<file path="config.mk">
export PLATFORM = sky130hd
export DESIGN_NAME = manchester_to_nrz
export DESIGN_NICKNAME = d
export VERILOG_FILES = /design/src/rtl/manchester_to_nrz_pkg.sv /design/src/rtl/manchester_to_nrz.sv
export SDC_FILE = /design/constraint.sdc
export NUM_CORES = 1
export LEC_CHECK = 0
export ABC_AREA = 1
export BUFFER_PORTS_ARGS = -buffer_cell sky130_fd_sc_hd__buf_2
export CORE_MARGIN = 5
export CORE_UTILIZATION = 30
export DETAILED_ROUTE_END_ITERATION = 8
export PLACE_DENSITY = 0.55
export SLEW_MARGIN = 20
export SYNTH_ARGS = -nofsm -noshare
export SYNTH_HDL_FRONTEND = slang
export SYNTH_SLANG_ARGS = --single-unit
export TNS_END_PERCENT = 20
</file>
<file path="constraint.sdc">
create_clock -name clk -period 1.9 [get_ports clk]
set_input_delay 0.095 -clock clk [delete_from_list [all_inputs] [get_ports clk]]
set_output_delay 0.095 -clock clk [all_outputs]
set_load 0.005 [all_outputs]
</file>
<file path="src/rtl/manchester_to_nrz_pkg.sv">
`default_nettype none
// ============================================================================
//  Module      : manchester_to_nrz_pkg
//  Description : Manchester line-code constants, half-bit phase encoding and
//                pair helpers for the Manchester -> NRZ decoder.
//  Revision    : 1.0 - initial release
// ============================================================================
package manchester_to_nrz_pkg;

    // Legal Manchester half-bit pairs, written {first half, second half}
    localparam logic [1:0] c_man_hi_lo = 2'b10;
    localparam logic [1:0] c_man_lo_hi = 2'b01;

    // Which half of a Manchester bit the next sample belongs to
    typedef enum logic {
        PH_FIRST  = 1'b0,
        PH_SECOND = 1'b1
    } phase_t;

    // A pair is legal only if it carries a mid-bit transition
    function automatic logic man_pair_valid(input logic [1:0] pair);
        return (pair == c_man_hi_lo) || (pair == c_man_lo_hi);
    endfunction

    // IEEE 802.3 maps 01 -> 1, so the bit is the second half; G.E. Thomas
    // inverts that mapping
    function automatic logic man_decode(input logic [1:0] pair, input logic pol);
        return pair[0] ^ pol;
    endfunction

endpackage : manchester_to_nrz_pkg
`default_nettype wire

</file>
<file path="src/rtl/manchester_to_nrz.sv">
`default_nettype none
// ============================================================================
//  Module      : manchester_to_nrz
//  Description : Decodes a Manchester half-bit stream (two clk per bit) to
//                NRZ, hunts bit phase by slipping one half-bit on each code
//                violation, and reports lock and violation statistics.
//  Revision    : 1.0 - initial release
// ============================================================================
module manchester_to_nrz
    import manchester_to_nrz_pkg::*;
#(
    parameter int LOCK_COUNT = 4,   // valid pairs in a row before lock (1..15)
    parameter int POLARITY   = 0,   // 0: IEEE 802.3, 1: G.E. Thomas
    parameter int ERR_W      = 8    // violation counter width
) (
    input  logic             clk,
    input  logic             reset,          // asynchronous, active-low
    input  logic             Manchester_in,
    output logic             NRZ_out,
    output logic             NRZ_valid,
    output logic             locked,
    output logic             code_err,
    output logic [ERR_W-1:0] err_count
);

    localparam logic [3:0]       c_lock_target = 4'(LOCK_COUNT);
    localparam logic             c_pol         = (POLARITY != 0);
    localparam logic [ERR_W-1:0] c_err_max     = {ERR_W{1'b1}};

    phase_t     r_phase;
    logic       r_first_q;
    logic [3:0] r_lock_cnt;

    logic [1:0] w_pair;
    logic       w_pair_ok;
    logic       w_good_pair;
    logic       w_bad_pair;
    logic [3:0] w_lock_cnt_next;

    // A pair is only judged while the second half is being presented
    assign w_pair      = {r_first_q, Manchester_in};
    assign w_pair_ok   = man_pair_valid(w_pair);
    assign w_good_pair = (r_phase == PH_SECOND) &&  w_pair_ok;
    assign w_bad_pair  = (r_phase == PH_SECOND) && !w_pair_ok;

    // Lock run length saturates at the target so it can never wrap
    assign w_lock_cnt_next = (r_lock_cnt < c_lock_target) ? (r_lock_cnt + 4'd1)
                                                          : r_lock_cnt;

    // Phase FSM: capture first half, then decode or slip by one half-bit
    always_ff @(posedge clk or negedge reset) begin
        if (!reset) begin
            r_phase   <= PH_FIRST;
            r_first_q <= 1'b0;
            NRZ_out   <= 1'b0;
            NRZ_valid <= 1'b0;
            code_err  <= 1'b0;
        end else begin
            NRZ_valid <= 1'b0;
            code_err  <= 1'b0;
            case (r_phase)
                PH_FIRST: begin
                    r_first_q <= Manchester_in;
                    r_phase   <= PH_SECOND;
                end
                PH_SECOND: begin
                    if (w_pair_ok) begin
                        NRZ_out   <= man_decode(w_pair, c_pol);
                        NRZ_valid <= 1'b1;
                        r_phase   <= PH_FIRST;
                    end else begin
                        // Treat the current sample as a new first half and
                        // stay in SECOND: a one half-bit slip
                        code_err  <= 1'b1;
                        r_first_q <= Manchester_in;
                    end
                end
                default: r_phase <= PH_FIRST;
            endcase
        end
    end

    // Lock tracking and saturating violation counter
    always_ff @(posedge clk or negedge reset) begin
        if (!reset) begin
            r_lock_cnt <= 4'd0;
            locked     <= 1'b0;
            err_count  <= '0;
        end else if (w_good_pair) begin
            r_lock_cnt <= w_lock_cnt_next;
            if (w_lock_cnt_next == c_lock_target) begin
                locked <= 1'b1;
            end
        end else if (w_bad_pair) begin
            r_lock_cnt <= 4'd0;
            locked     <= 1'b0;
            // Only violations seen while already locked are counted
            if (locked && (err_count != c_err_max)) begin
                err_count <= err_count + 1'b1;
            end
        end
    end

endmodule : manchester_to_nrz
`default_nettype wire

</file>
After elaboration in Yosys (flattened, before gate mapping)
Cells that the tools add are included.
{"block": "totals", "reg_bits": 18, "output_inout_bits": 12, "word_cells": 41}
{"block": "classes", "addsub": 2, "n_lt_le_gt_ge": 1, "n_eq_ne": 6, "mux": 13, "bitwise": 2, "reduce_logical": 9}
{"cell": "4-bit 2-to-1 mux", "count": 3}
{"cell": "8-bit by 1-bit adder with 8-bit output (second input constant)", "count": 1}
{"cell": "1-bit 2-to-1 mux", "count": 8}
{"cell": "8-bit inequality test (second input constant)", "count": 1}
{"cell": "4-bit by 1-bit adder with 4-bit output (second input constant)", "count": 1}
{"cell": "4-bit by 3-bit == test with 1-bit output (second input constant)", "count": 1}
{"cell": "4-bit by 3-bit < comparator with 1-bit output (second input constant)", "count": 1}
{"cell": "1-bit one-hot mux with 2 select lines", "count": 2}
{"cell": "2-bit AND reduction", "count": 2}
{"cell": "1-bit logical AND", "count": 3}
{"cell": "3-bit AND reduction", "count": 1}
{"cell": "2-bit by 1-bit == test with 1-bit output (second input constant)", "count": 1}
{"cell": "2-bit == test (second input constant)", "count": 1}
{"cell": "2-bit by 1-bit inequality test with 1-bit output (second input constant)", "count": 1}
{"cell": "2-bit inequality test (second input constant)", "count": 1}
{"cell": "1-bit NOT", "count": 2}
{"cell": "2-bit nonzero test", "count": 1}
{"cell": "1-bit zero test", "count": 1}
{"cell": "1-bit logical OR", "count": 1}

Longest topological paths before layout
Gate-level depths: netlist of run 1.
{"block": "logic_depth", "depth_word": 6, "mapped_depth": 7, "mapped_depth_nobuf": 7}

Worst setup path before layout of run 1
No wires, ideal clock.
{"block": "synth_timing", "kind": "register to register", "from": "reg err_count[0]", "to": "reg err_count[3]", "t_arrival_ns": 1.098, "required_time_ns": 1.783, "path_slack_ns": 0.685, "stages_incl_launch_ff": 7, "n_path_buf": 0, "path_cell_list": "dfrtp_1 > ha_1 > nand3_1 > nor2_2 > nor2_4 > nand2_1 > nand2_1"}
{"block": "synth_between", "elab_chain_cells": 3}
{"element": "start, declared", "line": "manchester_to_nrz.sv:23", "rtl": "output logic [ERR_W-1:0] err_count"}
{"element": "start signal, assigned", "line": "manchester_to_nrz.sv:99", "rtl": "err_count <= err_count + 1'b1;"}
{"element": "parallel branches: the longest is 3 deep, another holds 8-bit by 1-bit adder with 8-bit output"}
Several ways; the timed one is not identified.
A chain may end at the register's enable or synchronous reset.

Worst setup path after layout of run 1
{"block": "layout_timing", "from": "reg err_count[0]", "to": "reg err_count[5]"}
Same word-level chain as after synthesis.

==> results of run 1 <==
repair_timing:
item	in CTS	in global routing
hold buffers	1	0
gates resized for setup	0	0
hold endpoints to repair	18	0
flip-flops by register name, indices dropped and copies added (netlist names):
register,flops
r_phase,1
err_count,8
code_err,1
NRZ_valid,1
locked,1
NRZ_out,1
r_lock_cnt,4
r_first_q,1
synthesized netlist by cell type:
master / instances
a21oi_1: 1
dfrtp_1: 18
ha_1: 2
inv_1: 12
inv_2: 2
nand2_1: 52
nand2_2: 4
nand2_4: 1
nand3_1: 3
nand3_2: 2
nand3_4: 1
nand3b_1: 2
nor2_1: 8
nor2_2: 2
nor2_4: 1
nor2_8: 1
o21ai_0: 5
o22ai_1: 1
xnor2_1: 1
xor2_1: 3
logic make-up after synthesis:
family | Yosys count | synth area share
AND/OR/NAND/NOR | 77 | 0.3835
XOR/XNOR | 4 | 0.03604
adder cells (fa/ha/maj) | 2 | 0.02574
AO/OA/AOI/OAI | 7 | 0.03732
flip-flops | 18 | 0.4633
buffers and inverters | 14 | 0.05405
area by class of cell:
cell class | count | area share
Sequential cell | 18 | 0.3939
Multi-Input combinational cell | 90 | 0.4103
Inverter | 14 | 0.04595
Tap cell | 44 | 0.04814
Clock buffer | 4 | 0.03173
Timing Repair Buffer | 15 | 0.07002
metal layers:
metal,vias to the layer above,wire [um]
li1,409,-
met5,-,0
met3,5,105
met1,395,878
met4,0,16
met2,20,947
cells in the final DEF, fill, tap and decap left out, drive strengths merged:
master	n
nor2	12
nand3	6
buf	14
clkbuf	4
dfrtp	18
dlygate4sd3	1
o22ai	1
ha	2
xor2	3
nand3b	2
xnor2	1
inv	14
o21ai	5
nand2	57
a21oi	1
worst register-to-register path: stages (launching register included):
cell	delay, ns
dfrtp_1	0.44
ha_1	0.28
nand3_1	0.16
nor2_2	0.07
nor2_4	0.19
nand2_1	0.08
nand2_1	0.07
power by group through the flow:
stage / clock [mW] / combinational [mW] / sequential [mW]
2_1_floorplan: 0 / 0.299 / 0.572
3_3_place_gp: 0 / 0.413 / 0.577
3_5_place_dp: 0 / 0.421 / 0.580
4_1_cts: 0.246 / 0.425 / 0.573
5_1_grt: 0.263 / 0.472 / 0.590
6_report: 0.245 / 0.419 / 0.572
worst max path at each step:
stage	end	slack (ns)	cells after the start
finish	err_count[5]	0.57	6
global route	err_count[3]	0.46	6
CTS	err_count[5]	0.56	6
detailed placement	err_count[5]	0.59	6
global placement	err_count[1]	0.65	7
floorplan	err_count[3]	0.68	6
==> results.yml, run 1 <==
sta:
  fmax_mhz: 753.0
  hold_ws_ns: 0.1139
  finalMaxSlewViolations: 0
  finalCritPeriodShare: 0.6989
  fin_ws_ns: 0.5720
  setup_viol_count_final: 0
  maxSlewHeadroom: 0.7311
  fin_skew_ns: 0.005777
  setup_tns_ns: 0
  rsz0062_at_grt: "false"
  fin_crit_ns: 1.328
  finalHoldViolations: 0
  tightest_slew_ns: 0.4033
floorplan:
  start_util: 0.3159
  chipWidth_um: 66.93
  core_area_mm2: 0.003078
  die_height_um: 66.93
  pin_count: 15
  std_cell_rows: 20
  die_area_mm2: 0.004479
critical_path:
  max_stage_delay_ns: 0.44
  critical_path_class: "reg2reg"
  cp_top_family: "simple AND/OR/NAND/NOR gates"
  r2r-start: "err_count[0]"
  crit_start: "err_count[0]"
  startpoint_type: "flip-flop"
  r2r_end: "err_count[5]"
  cp_common_cell: "nand2_1"
  slowest_stage: "dfrtp_1"
  endpoint_kind: "flip-flop"
  r2r_cells: 6
  cp_cell_sequence: "ha_1, nand3_1, nor2_2, nor2_4, nand2_1, nand2_1"
  critPathBufInv: 0
  path_max_fanout: 8
  crit_required_ns: 2.15
  r2r_slack_ns: 0.57
  cp_data_arrival_time_ns: 1.58
synthesis:
  ys_seq_area_frac: 0.4633
  synth_cells: 122
  synth.area.top_cells: "dfrtp_1 46%, nand2_1 20%, inv_1 4.6%"
  synth.distinct_cells: 20
  synth_area_um2: 972.2
  syn_area_per_cell_um2: 7.969
  synth_top_cell_area_share: 0.4633
  ys_ff_latch: 18
  synth_warnings: 0
  yosys.area.top_type: "dfrtp_1"
  synth.net_count: 127
power_and_ir_drop:
  power.switching_uw: 472.1
  finalPower_mw: 1.235
  intPower_uw: 762.7
  seqPwrFrac: 0.463
  pwr-share-comb: 0.339
  switching_share: 0.3823
  power_frac_clock: 0.198
  ir_worst_vdd_mv: 0.5264
  p_per_area_mw_per_mm2: 1080
  p_leak_nw: 0.6168
clocking:
  cts_buffers: 3
  cts.sinks: 18
  clock-root-buffer: "clkbuf_4"
  cts_setup_buffers: 0
  cts_tree: "yes"
  clockBufferDepth: 2
  worstSkewPairLatency_ns: 0.31
  h-tree-depth: 1
  clk_pin_slew_ns: 0.11
outcome:
  outcome: "finished, final reports clean"
hold_path:
  min_path_type: "in2reg"
  holdPathEnd: "NRZ_out"
  hp-start: "Manchester_in"
  hold_depth: 3
global_routing:
  grt_busiest_layer: "met2"
  use_met2: 0.1770
  antenna_found_initial: 0
  grt_max_degree: 19
  use_met3: 0.03710
  overflow: 0
  met1_usage: 0.1193
  first_global_vias: 855
  grt_pass1_wl_mm: 3.498
  track_usage: 0.1011
place:
  dp.cells: 180
  hpwl_mm: 1.489
  port_buffers: 14
  dp_slack_ns: 0.5918
  gp_congestion: 0.7566
  place_area_mm2: 0.001097
routing:
  drc: 0
  viasPerCell: 4.481
  vias: 829
  drtPass1Iterations: 4
  post_drt_wl_per_cell_um: 10.52
  final_antenna_net_count: 0
  wl_mm: 1.947
  drtIter0Drc: 65
cells_and_area:
  area_growth_syn_to_layout_pct: 17.63
  final_layout_size_suffix_gt1_frac: 0.2270
  final_cells: 185
  final_area_mm2: 0.001144
  fillCellCount: 335
  finalCoreUtilization: 0.3715
  multi_input_area_um2: 469.2
  n_antenna_cell: 0
  fin_nets: 147
  regArea_um2: 450.4
run:
  max_cap_violations: 0
Power figures use the tool's default switching activity.
==> run 2: changes to the inputs <==
--- a/config.mk
+++ b/config.mk
@@ -10,7 +10,7 @@
 export CORE_MARGIN = 5
 export CORE_UTILIZATION = 30
 export DETAILED_ROUTE_END_ITERATION = 8
-export PLACE_DENSITY = 0.55
+export PLACE_DENSITY = 0.56
 export SLEW_MARGIN = 20
 export SYNTH_ARGS = -nofsm -noshare
 export SYNTH_HDL_FRONTEND = slang
==> constraint.sdc (replaced) <==
create_clock -name clk -period 1.1 [get_ports clk]
set_input_delay 0.055 -clock clk [delete_from_list [all_inputs] [get_ports clk]]
set_output_delay 0.055 -clock clk [all_outputs]
set_load 0.005 [all_outputs]
==> run 2 against run 1 <==
Against the previous run: the flow now finishes with violations (negative setup slack); combinational power is 110% higher; clock-buffer cell count did not move; utilization rose by 5.0 points; clock power grew 74%.
==> results.yml, run 2 (synthesis results as in run 1) <==
clocking:
  cts_buffers: 3
  clock-root-buffer: "clkbuf_4"
  cts.sinks: 18
  h-tree-depth: 1
  worstSkewPairLatency_ns: 0.30
  cts_tree: "yes"
  clockBufferDepth: 2
  clk_pin_slew_ns: 0.11
cells_and_area:
  top_register: "err_count"
  n_antenna_cell: 0
  layout_common_cells: "48 x nand2_1, 16 x dfrtp_1, 14 x buf_2"
  reg_top3: "err_count: 8 flops, r_lock_cnt: 4 flops"
  layout_commonest_cell: "nand2_1"
  final_layout_size_suffix_gt1_frac: 0.3636
  final_cells: 198
  area_growth_syn_to_layout_pct: 33.46
  fin_nets: 160
  largest_reg_flops: 8
routing:
  viasPerCell: 4.268
  wl_mm: 2.100
  post_drt_wl_per_cell_um: 10.61
  final_antenna_net_count: 0
  drtIter0Drc: 32
  drtPass1Iterations: 4
  drc: 0
  vias: 845
outcome:
  outcome: "finished with violations"
  violations: "negative setup slack"
floorplan:
  std_cell_rows: 20
  die_area_mm2: 0.004479
  start_util: 0.3159
  pin_count: 15
  core_area_mm2: 0.003078
  chipWidth_um: 66.93
  die_height_um: 66.93
power_and_ir_drop:
  seqPwrFrac: 0.434
  pwr-share-comb: 0.382
  finalPower_mw: 2.318
  ir_worst_vdd_mv: 1.063
  power_frac_clock: 0.184
  p_per_area_mw_per_mm2: 1786
  switching_share: 0.3816
  p_leak_nw: 0.6834
  intPower_mw: 1.433
  power.switching_uw: 884.4
critical_path:
  critical_path_class: "reg2out"
  crit_start: "err_count[0]"
  path_max_fanout: 3
  cp_common_cell: "buf_4"
  crit_required_ns: 1.04
  slowest_stage: "dfrtp_1"
  cp_top_family: "flip-flops"
  max_stage_delay_ns: 0.44
  r2r-start: "err_count[1]"
  endpoint_kind: "primary output"
  critPathBufInv: 3
  cp_cell_sequence: "buf_4, buf_4, buf_2"
  startpoint_type: "flip-flop"
  cp_data_arrival_time_ns: 1.13
sta:
  fin_crit_ns: 1.183
  finalMaxSlewViolations: 0
  rsz0062_at_grt: "true"
  maxSlewHeadroom: 0.7203
  hold_ws_ns: 0.08187
  fmax_mhz: 845.2
  fin_ws_ns: -0.08313
  setup_tns_ns: -0.5417
  finalCritPeriodShare: 1.076
  fin_skew_ns: 0.0007637
  finalHoldViolations: 0
  setup_viol_count_final: 10
  tightest_slew_ns: 0.4195
place:
  gp_congestion: 0.7613
  hpwl_mm: 1.581
  dp.cells: 192
  port_buffers: 14
run:
  max_cap_violations: 0
global_routing:
  track_usage: 0.1094
  grt_pass1_wl_mm: 3.663
  overflow: 0
  antenna_found_initial: 0
  first_global_vias: 836
  grt_max_degree: 19
hold_path:
  min_path_type: "in2reg"
  hp-start: "Manchester_in"
run 2: cell count changes in the layout (fill, tap and decap cells not counted), sizes merged:
| cell | previous run | this run |
|---|---|---|
| buf | 14 | 27 |
run 2: timing repair:
item / CTS / global route
endpoints found under the hold margin: 18 / 0
hold buffers: 1 / 0
resized for setup: 2 / 9
setup buffers: 0 / 1
pin swaps: 1 / 6
endpoints found under the setup margin: 10 / 16
run 2: tightest hold or removal path, cell delays in order:
cell and delay (ns):
buf_2 0.12, inv_2 0.08, o21ai_0 0.09
run 2: path summary, 6_finish.rpt:
path,end,slack (ns),cells after the start
max reg2reg,err_count[0],-0.07,6
min in group asynchronous,err_count[5],0.22,2
max in group asynchronous,err_count[3],0.57,2
min reg2reg,NRZ_out,0.53,2
max,err_count[0],-0.08,3
min,NRZ_out,0.08,3
run 2: per-stage QoR:
stage                     utilization  setup slack (ns)  instance area (um2)
after detailed placement       0.3931          -0.08817                 1210
after CTS                      0.4089          -0.09436                 1259
after global placement         0.3931          -0.05238                 1210
after floorplan                     -          0.001246                994.7
after global routing           0.4215           -0.1679                 1297
final                          0.4215          -0.08313                 1297
run 2: layout make-up:
| type | count | area [um2] |
|---|---|---|
| multi-input cells | 90 | 519.2 |
| flip-flops and latches | 18 | 452.9 |
| fillers | 339 | 1780 |
| well taps | 44 | 55.05 |
| repair buffers | 28 | 181.4 |
| inverters | 14 | 52.55 |
| clock buffers | 4 | 36.28 |
run 2: metal layers:
layer | global-route usage | up-vias | part of all wire | wire [um]
li1 | - | 439 | - | -
met1 | 0.1398 | 386 | 0.45 | 949
met2 | 0.1720 | 15 | 0.48 | 999
met3 | 0.02530 | 5 | 0.050 | 106
met4 | 0.05316 | 0 | 0.021 | 44
met5 | 0 | - | 0 | 0
run 2: power by group through the flow:
stage	Combinational (mW)	Clock [mW]	Sequential, mW
2_1_floorplan	0.522	0	0.998
3_3_place_gp	0.797	0	1.00
3_5_place_dp	0.826	0	1.00
4_1_cts	0.833	0.444	0.994
5_1_grt	1.01	0.474	1.04
6_report	0.885	0.426	1.01
